$ cat config.mk
export PLATFORM = sky130hd
export DESIGN_NAME = program_loader
export DESIGN_NICKNAME = d
export VERILOG_FILES = /design/src/rtl/program_loader_pkg.sv /design/src/rtl/byte_packer.sv /design/src/rtl/program_loader.sv
export SDC_FILE = /design/constraint.sdc
export NUM_CORES = 1
export LEC_CHECK = 0
export CORE_MARGIN = 2
export CORE_UTILIZATION = 45
export DETAILED_ROUTE_END_ITERATION = 12
export GPL_ROUTABILITY_DRIVEN = 0
export PLACE_DENSITY = 0.8
export SYNTH_ARGS = -nofsm -noshare
export SYNTH_HDL_FRONTEND = slang
export SYNTH_SLANG_ARGS = --single-unit
export TNS_END_PERCENT = 5
$ cat constraint.sdc
create_clock -name clk -period 3.94 [get_ports clk]
set_input_delay 0.591 -clock clk [delete_from_list [all_inputs] [get_ports clk]]
set_output_delay 0.591 -clock clk [all_outputs]
set_load 0.02 [all_outputs]
$ cat src/rtl/program_loader_pkg.sv
// Shared definitions for the byte-stream program loader: state encoding and word geometry.
package program_loader_pkg;

    localparam int BYTES_PER_WORD = 4;

    typedef logic [2:0] state_t;

    localparam state_t ST_LEN   = 3'd0;
    localparam state_t ST_DATA  = 3'd1;
    localparam state_t ST_WRITE = 3'd2;
    localparam state_t ST_DONE  = 3'd3;
    localparam state_t ST_ERR   = 3'd4;

endpackage

$ cat src/rtl/byte_packer.sv
// Little-endian byte-to-word assembler: a wrapping byte counter plus a right-shifting word register.
module byte_packer
    import program_loader_pkg::*;
(
    input  logic        clk,
    input  logic        rstn,
    input  logic        clr,
    input  logic        en,
    input  logic [7:0]  din,
    output logic [31:0] word,
    output logic [31:0] word_nx,
    output logic        word_valid
);

    logic [1:0]  byte_cnt;
    logic [31:0] shift_q;

    // Newest byte enters at the top, so after four shifts the first byte sits in bits 7:0.
    assign word_nx    = {din, shift_q[31:8]};
    assign word_valid = en && (byte_cnt == 2'(BYTES_PER_WORD - 1));
    assign word       = shift_q;

    always_ff @(posedge clk) begin
        if (!rstn || clr) begin
            byte_cnt <= 2'd0;
            shift_q  <= 32'd0;
        end else if (en) begin
            byte_cnt <= byte_cnt + 2'd1;
            shift_q  <= word_nx;
        end
    end

endmodule

$ cat src/rtl/program_loader.sv
// Loads a length-prefixed little-endian word stream into instruction memory, holding the core in reset meanwhile.
//   state | meaning
//   LEN   | collecting the 4-byte word count N
//   DATA  | collecting the 4 bytes of the next instruction word
//   WRITE | one-cycle instruction-memory write of the assembled word
//   DONE  | image complete, core released; start reloads
//   ERR   | N exceeded capacity; only rstn leaves
module program_loader
    import program_loader_pkg::*;
#(
    parameter int MAX_WORDS = 4096,
    parameter int ADDR_W    = 32
) (
    input  logic              clk,
    input  logic              rstn,
    input  logic              rx_valid,
    input  logic [7:0]        rx_data,
    output logic              rx_ready,
    input  logic              start,
    output logic              imem_we,
    output logic [ADDR_W-1:0] imem_addr,
    output logic [31:0]       imem_din,
    output logic              cpu_rstn,
    output logic              busy,
    output logic              done,
    output logic              err
);

    localparam int IDX_W = $clog2(MAX_WORDS) + 1;

    state_t           state, state_nx;
    logic [31:0]      n_words;
    logic [IDX_W-1:0] word_idx;
    logic             cpu_rstn_q;
    logic             accept;
    logic             clr;
    logic             last_word;
    logic [31:0]      word_cur;
    logic [31:0]      word_nx;
    logic             word_valid;

    assign rx_ready  = (state == ST_LEN) || (state == ST_DATA);
    assign accept    = rx_valid && rx_ready;
    assign clr       = (state == ST_DONE) && start;
    assign last_word = (32'(word_idx) + 32'd1) == n_words;

    byte_packer u_packer (
        .clk        (clk),
        .rstn       (rstn),
        .clr        (clr),
        .en         (accept),
        .din        (rx_data),
        .word       (word_cur),
        .word_nx    (word_nx),
        .word_valid (word_valid)
    );

    always_comb begin
        state_nx = state;
        case (state)
            ST_LEN: begin
                if (word_valid) begin
                    if (word_nx == 32'd0)
                        state_nx = ST_DONE;
                    else if (word_nx > 32'(MAX_WORDS))
                        state_nx = ST_ERR;
                    else
                        state_nx = ST_DATA;
                end
            end
            ST_DATA:  if (word_valid) state_nx = ST_WRITE;
            ST_WRITE: state_nx = last_word ? ST_DONE : ST_DATA;
            ST_DONE:  if (start) state_nx = ST_LEN;
            ST_ERR:   state_nx = ST_ERR;
            default:  state_nx = ST_LEN;
        endcase
    end

    always_ff @(posedge clk) begin
        if (!rstn) begin
            state      <= ST_LEN;
            n_words    <= 32'd0;
            word_idx   <= '0;
            cpu_rstn_q <= 1'b0;
        end else begin
            state      <= state_nx;
            // Registered so the core leaves reset on the very cycle DONE is entered.
            cpu_rstn_q <= (state_nx == ST_DONE);
            if (clr) begin
                n_words  <= 32'd0;
                word_idx <= '0;
            end else begin
                if (state == ST_LEN && word_valid)
                    n_words <= word_nx;
                if (state == ST_WRITE)
                    word_idx <= word_idx + 1'b1;
            end
        end
    end

    assign imem_we   = (state == ST_WRITE);
    assign imem_addr = imem_we ? ADDR_W'({word_idx, 2'b00}) : '0;
    assign imem_din  = imem_we ? word_cur : 32'd0;
    assign cpu_rstn  = cpu_rstn_q;
    assign busy      = (state == ST_LEN) || (state == ST_DATA) || (state == ST_WRITE);
    assign done      = (state == ST_DONE);
    assign err       = (state == ST_ERR);

endmodule

; After elaboration in Yosys (flattened, before gate mapping)
; Cells that the tools add are included.
; Widths: inputs -> output; s select.
[op_classes]
addsub = 3
n_mul = 0
div_mod_pow = 0
order_cmp = 1
n_eq_ne = 7
n_shift = 0
mux = 9
bitwise_logic = 1
n_reduce_logical = 11
[ops]
columns = cell, count
row1 = $eq 14x32->1, 1
row2 = $gt 32x13->1 const B, 1
row3 = $logic_not 32->1, 1
row4 = $mux 32, 1
row5 = $mux 15, 1
row6 = $mux 3, 5
row7 = $pmux 3 s5, 1
row8 = $add 13x1->14 const B, 1
row9 = $add 13x1->13 const B, 1
row10 = $eq 3x2->1 const B, 3
row11 = $logic_and 1x1->1, 4
row12 = $eq 3x1->1 const B, 1
row13 = $eq 3x3->1 const B, 1
row14 = $logic_not 3->1, 1
row15 = $logic_or 1x1->1, 3
row16 = $add 2x1->2 const B, 1
row17 = $eq 2x2->1 const B, 1
row18 = $mux 2, 1
row19 = $reduce_or 2->1, 1
row20 = $logic_not 1->1, 1
row21 = $not 1->1, 1
[word_totals]
regBits = 83
latch_bits = 0
ram_bits = 0
romBits = 0
output_inout_bits = 70
word_cells = 38
n_memories = 0

; Longest topological paths before layout
[logic_depth]
word_depth = 7
ltp_mapped = 9
mapped_depth_nobuf = 7

; Modules after synthesis
; Synthesis repeated with hierarchy kept, for this count alone.
[unflattened]
hier_cells = 529
hier_area_um2 = 4385.5
[by_module_without_submodules]
columns = module, n_inst, cells_per_inst, area_each_um2, seq_area_each_um2
row1 = program_loader, 1, 384, 2872.8, 980.9
row2 = byte_packer, 1, 145, 1512.7, 680.7

; Worst setup path after synthesis
; No wires, ideal clock.
[synth_timing]
path_type = register -> output
start = register state[0]
end = output imem_din[22]
t_arrival_ns = 1.638
required_time_ns = 3.349
path_slack_ns = 1.711
path_stages_with_launch = 6
path_buffers = 3
path_cell_list = dfxtp_1 > clkbuf_1 > nor3b_1 > clkbuf_1 > clkbuf_1 > and2_1
[synth_between]
elab_chain_len = 2
[synth_rtl]
columns = item, line_no
row1 = start: declaration, program_loader.sv:31  ; state_t state, state_nx;
row2 = start signal: assignment, program_loader.sv:86  ; state <= state_nx;
row3 = $eq 3x2->1, program_loader.sv:101  ; assign imem_we = (state == ST_WRITE);
row4 = named net imem_we, program_loader.sv:20  ; output logic imem_we,
row5 = $mux 32, program_loader.sv:103  ; assign imem_din = imem_we ? word_cur : 32'd0;
row6 = end: declaration, program_loader.sv:22  ; output logic [31:0] imem_din,
; The timed path passes the listed nets, and every way through them passes these cells.

; Worst setup path in the final report
[layout_timing]
start = register state[1]
end = output imem_addr[4]
[layout_between]
elab_chain_len = 2
[layout_rtl]
columns = item, line_no
row1 = $eq 3x2->1, program_loader.sv:101
row2 = $mux 15, program_loader.sv:102  ; assign imem_addr = imem_we ? ADDR_W'({word_idx, 2'b00}) : '0;
row3 = end: declaration, program_loader.sv:21  ; output logic [ADDR_W-1:0] imem_addr,
; No other way between the ends.

==> impl_metrics.ini <==
[synth]
ys_warn_count = 0
async_flop_share = 0
seq_area_frac_synth = 0.4074
ys_ff_latch = 83
synth_cell_types = 51
ys.flop_type = dfxtp_1
syn_inst = 531
syn_area_mm2 = 0.004079
synth_edf_count = 0
syn_avg_cell_area_um2 = 7.682

[route]
drtAntennaViolNets = 0
wl_mm = 9.800
wire_per_inst_um = 14.39
routed_via_density = 5.399
vias = 3677
dr.first_iter.drc_count = 192
first_pass_iters = 4
route.detailed.drc = 0

[global_routing]
grt_max_degree = 47
grt.overflow.total = 0
use_met3 = 0.03233
busiest_layer = met2
antenna_found_initial = 0
grt_usage = 0.2011
grt_pass1_wl_mm = 16.17
met1_usage = 0.2648
grtUsageMet2 = 0.3285
grt_pass1_vias = 3455

[finish]
synthToLayoutAreaGrowth_pct = 19.29
final_cell_mix = 143 x nand2_1, 83 x dfxtp_1, 71 x a21oi_1
instances_no_fill = 681
fin_nets = 583
final_util = 0.5553
final_common_cell = nand2_1
seq_area_mm2 = 0.001662
diodes = 0
multi_input_area_mm2 = 0.002183
n_fill_cell = 797
drive_above_1_share = 0.04538

[floorplan]
core_mm2 = 0.008763
ios = 82
rows = 34
initial_core_util = 0.4654
die_w_um = 99.21
die-area_mm2 = 0.009842
die_y_um = 99.21

[worst_setup_path]
required_ns = 3.35
path_class = flop to output pin
critPathLaunch = state[1]
endpoint_kind = output pin
crit_arrival_ns = 2.64
cp_max_fo = 46
cp-start-kind = flop
rr_startpoint = state[1]

[sta]
fmax_mhz = 309.6
skew_ns = 0.01047
hold_ws_ns = 0.4610
relSlewSlack = 0.2780
period_share = 0.8197
rsz0062_at_grt = false
slew_violations = 0
finalSetupViolCount = 0
final.setup.tns_ns = 0
report.final.hold_viol_count = 0
worstMarginPinSlew_ns = 1.083
timing.final.crit_period_ns = 3.229

[placed_design]
portBuffers = 62
hpwl_mm = 6.811
dpl.cell_count = 666

[cts]
clockBufferDepth = 2
htree_levels = 3
cts_tree = yes
clk_latency_ns = 0.35
cts_root_buf = clkbuf_8
path_clk_slew_ns = 0.08
clkSinkCount = 83
post_cts_resized = 0
cts_buffers = 9
holdBufCountCts = 0
post_cts_buffers = 0

[power]
fin_total_pwr_mw = 1.624
vdd_drop_max_v = 0.0001493
power_leakage_nw = 1.720
p_per_area_mw_per_mm2 = 333.7

[worst_hold_path]
hold_class = flop to flop
min_from = u_packer.word[4]

[run]
cap_viol_max_count = 0

[run_status]
status = finished, final reports clean
-- cells by family (layout without fill, tap and decap cells) --
group	count (synthesis)	count (layout)	synth area share
muxes	1	1	0.002454
DFF	83	83	0.4074
buffers and inverters	59	83	0.07792
adders and majority gates	2	2	0.006134
other	1	19	0.0009194
xor gates and xnor gates	25	25	0.05368
and+or+nand+nor	261	261	0.3092
AOI/OAI and AO/OA	99	99	0.1423
-- layout make-up --
cell class / count / area share
inverters: 2 / 0.001543
well taps: 108 / 0.02777
clock inverters: 6 / 0.01877
flip-flops and latches: 83 / 0.3415
repair buffers: 66 / 0.1363
multi-input cells: 407 / 0.4487
clock buffers: 9 / 0.02546
-- worst paths after layout --
path                                         end  slack, ns  cells past startpoint
worst min register to register  u_packer.word[4]       0.46                      2
worst max-delay path                imem_addr[4]       0.71                      4
worst max register to register          cpu_rstn       1.36                      7
worst min-delay path            u_packer.word[4]       0.46                      2
-- cells in the mapped netlist, types with 4 or more instances --
| library cell | number | share of area |
|---|---|---|
| nand3_1 | 10 | 0.012 |
| dfxtp_1 | 83 | 0.41 |
| a31oi_1 | 4 | 0.0061 |
| nand2_1 | 143 | 0.13 |
| and4_1 | 6 | 0.013 |
| nor2_1 | 17 | 0.016 |
| nand2b_1 | 4 | 0.0061 |
| xnor2_1 | 9 | 0.019 |
| clkbuf_1 | 33 | 0.030 |
| and2_1 | 48 | 0.074 |
| and3_1 | 4 | 0.0061 |
| buf_4 | 19 | 0.035 |
| a21oi_1 | 71 | 0.087 |
| xor2_1 | 16 | 0.034 |
| nor4_1 | 10 | 0.015 |
-- metal layers --
| layer | wire length (um) | up-vias | part of all wire |
|---|---|---|---|
| met4 | 189 | 0 | 0.019 |
| li1 | - | 1808 | - |
| met2 | 4736 | 113 | 0.48 |
| met5 | 0 | - | 0 |
| met1 | 4375 | 1739 | 0.45 |
| met3 | 499 | 17 | 0.051 |
-- through the flow --
step           setup WS, ns  cell area, um^2
6_report             0.7105             4866
5_1_grt              0.5015             4866
4_1_cts              0.6892             4866
3_5_place_dp         0.8916             4651
3_3_place_gp          1.052             4651
2_1_floorplan         1.711             4146
-- worst max-delay path, cell delays in order, from the launching register on --
cell and delay, ns:
dfxtp_1 0.45, nor3b_2 0.54, buf_4 0.45, and2_1 0.21, clkdlybuf4s50_1 0.61
-- registers in the layout, indices dropped and copies added (netlist names) --
| signal | flops |
|---|---|
| word_idx | 13 |
| n_words | 32 |
| state | 3 |
| u_packer.word | 32 |
| cpu_rstn | 1 |
| u_packer.byte_cnt | 2 |
-- report_power, final --
part / switching [mW] / total [mW] / internal [mW]
Clock: 0.309 / 0.663 / 0.354
Sequential: 0.0168 / 0.867 / 0.851
Combinational: 0.0645 / 0.0934 / 0.0289
Note: power is estimated with default switching activity, not from simulation.
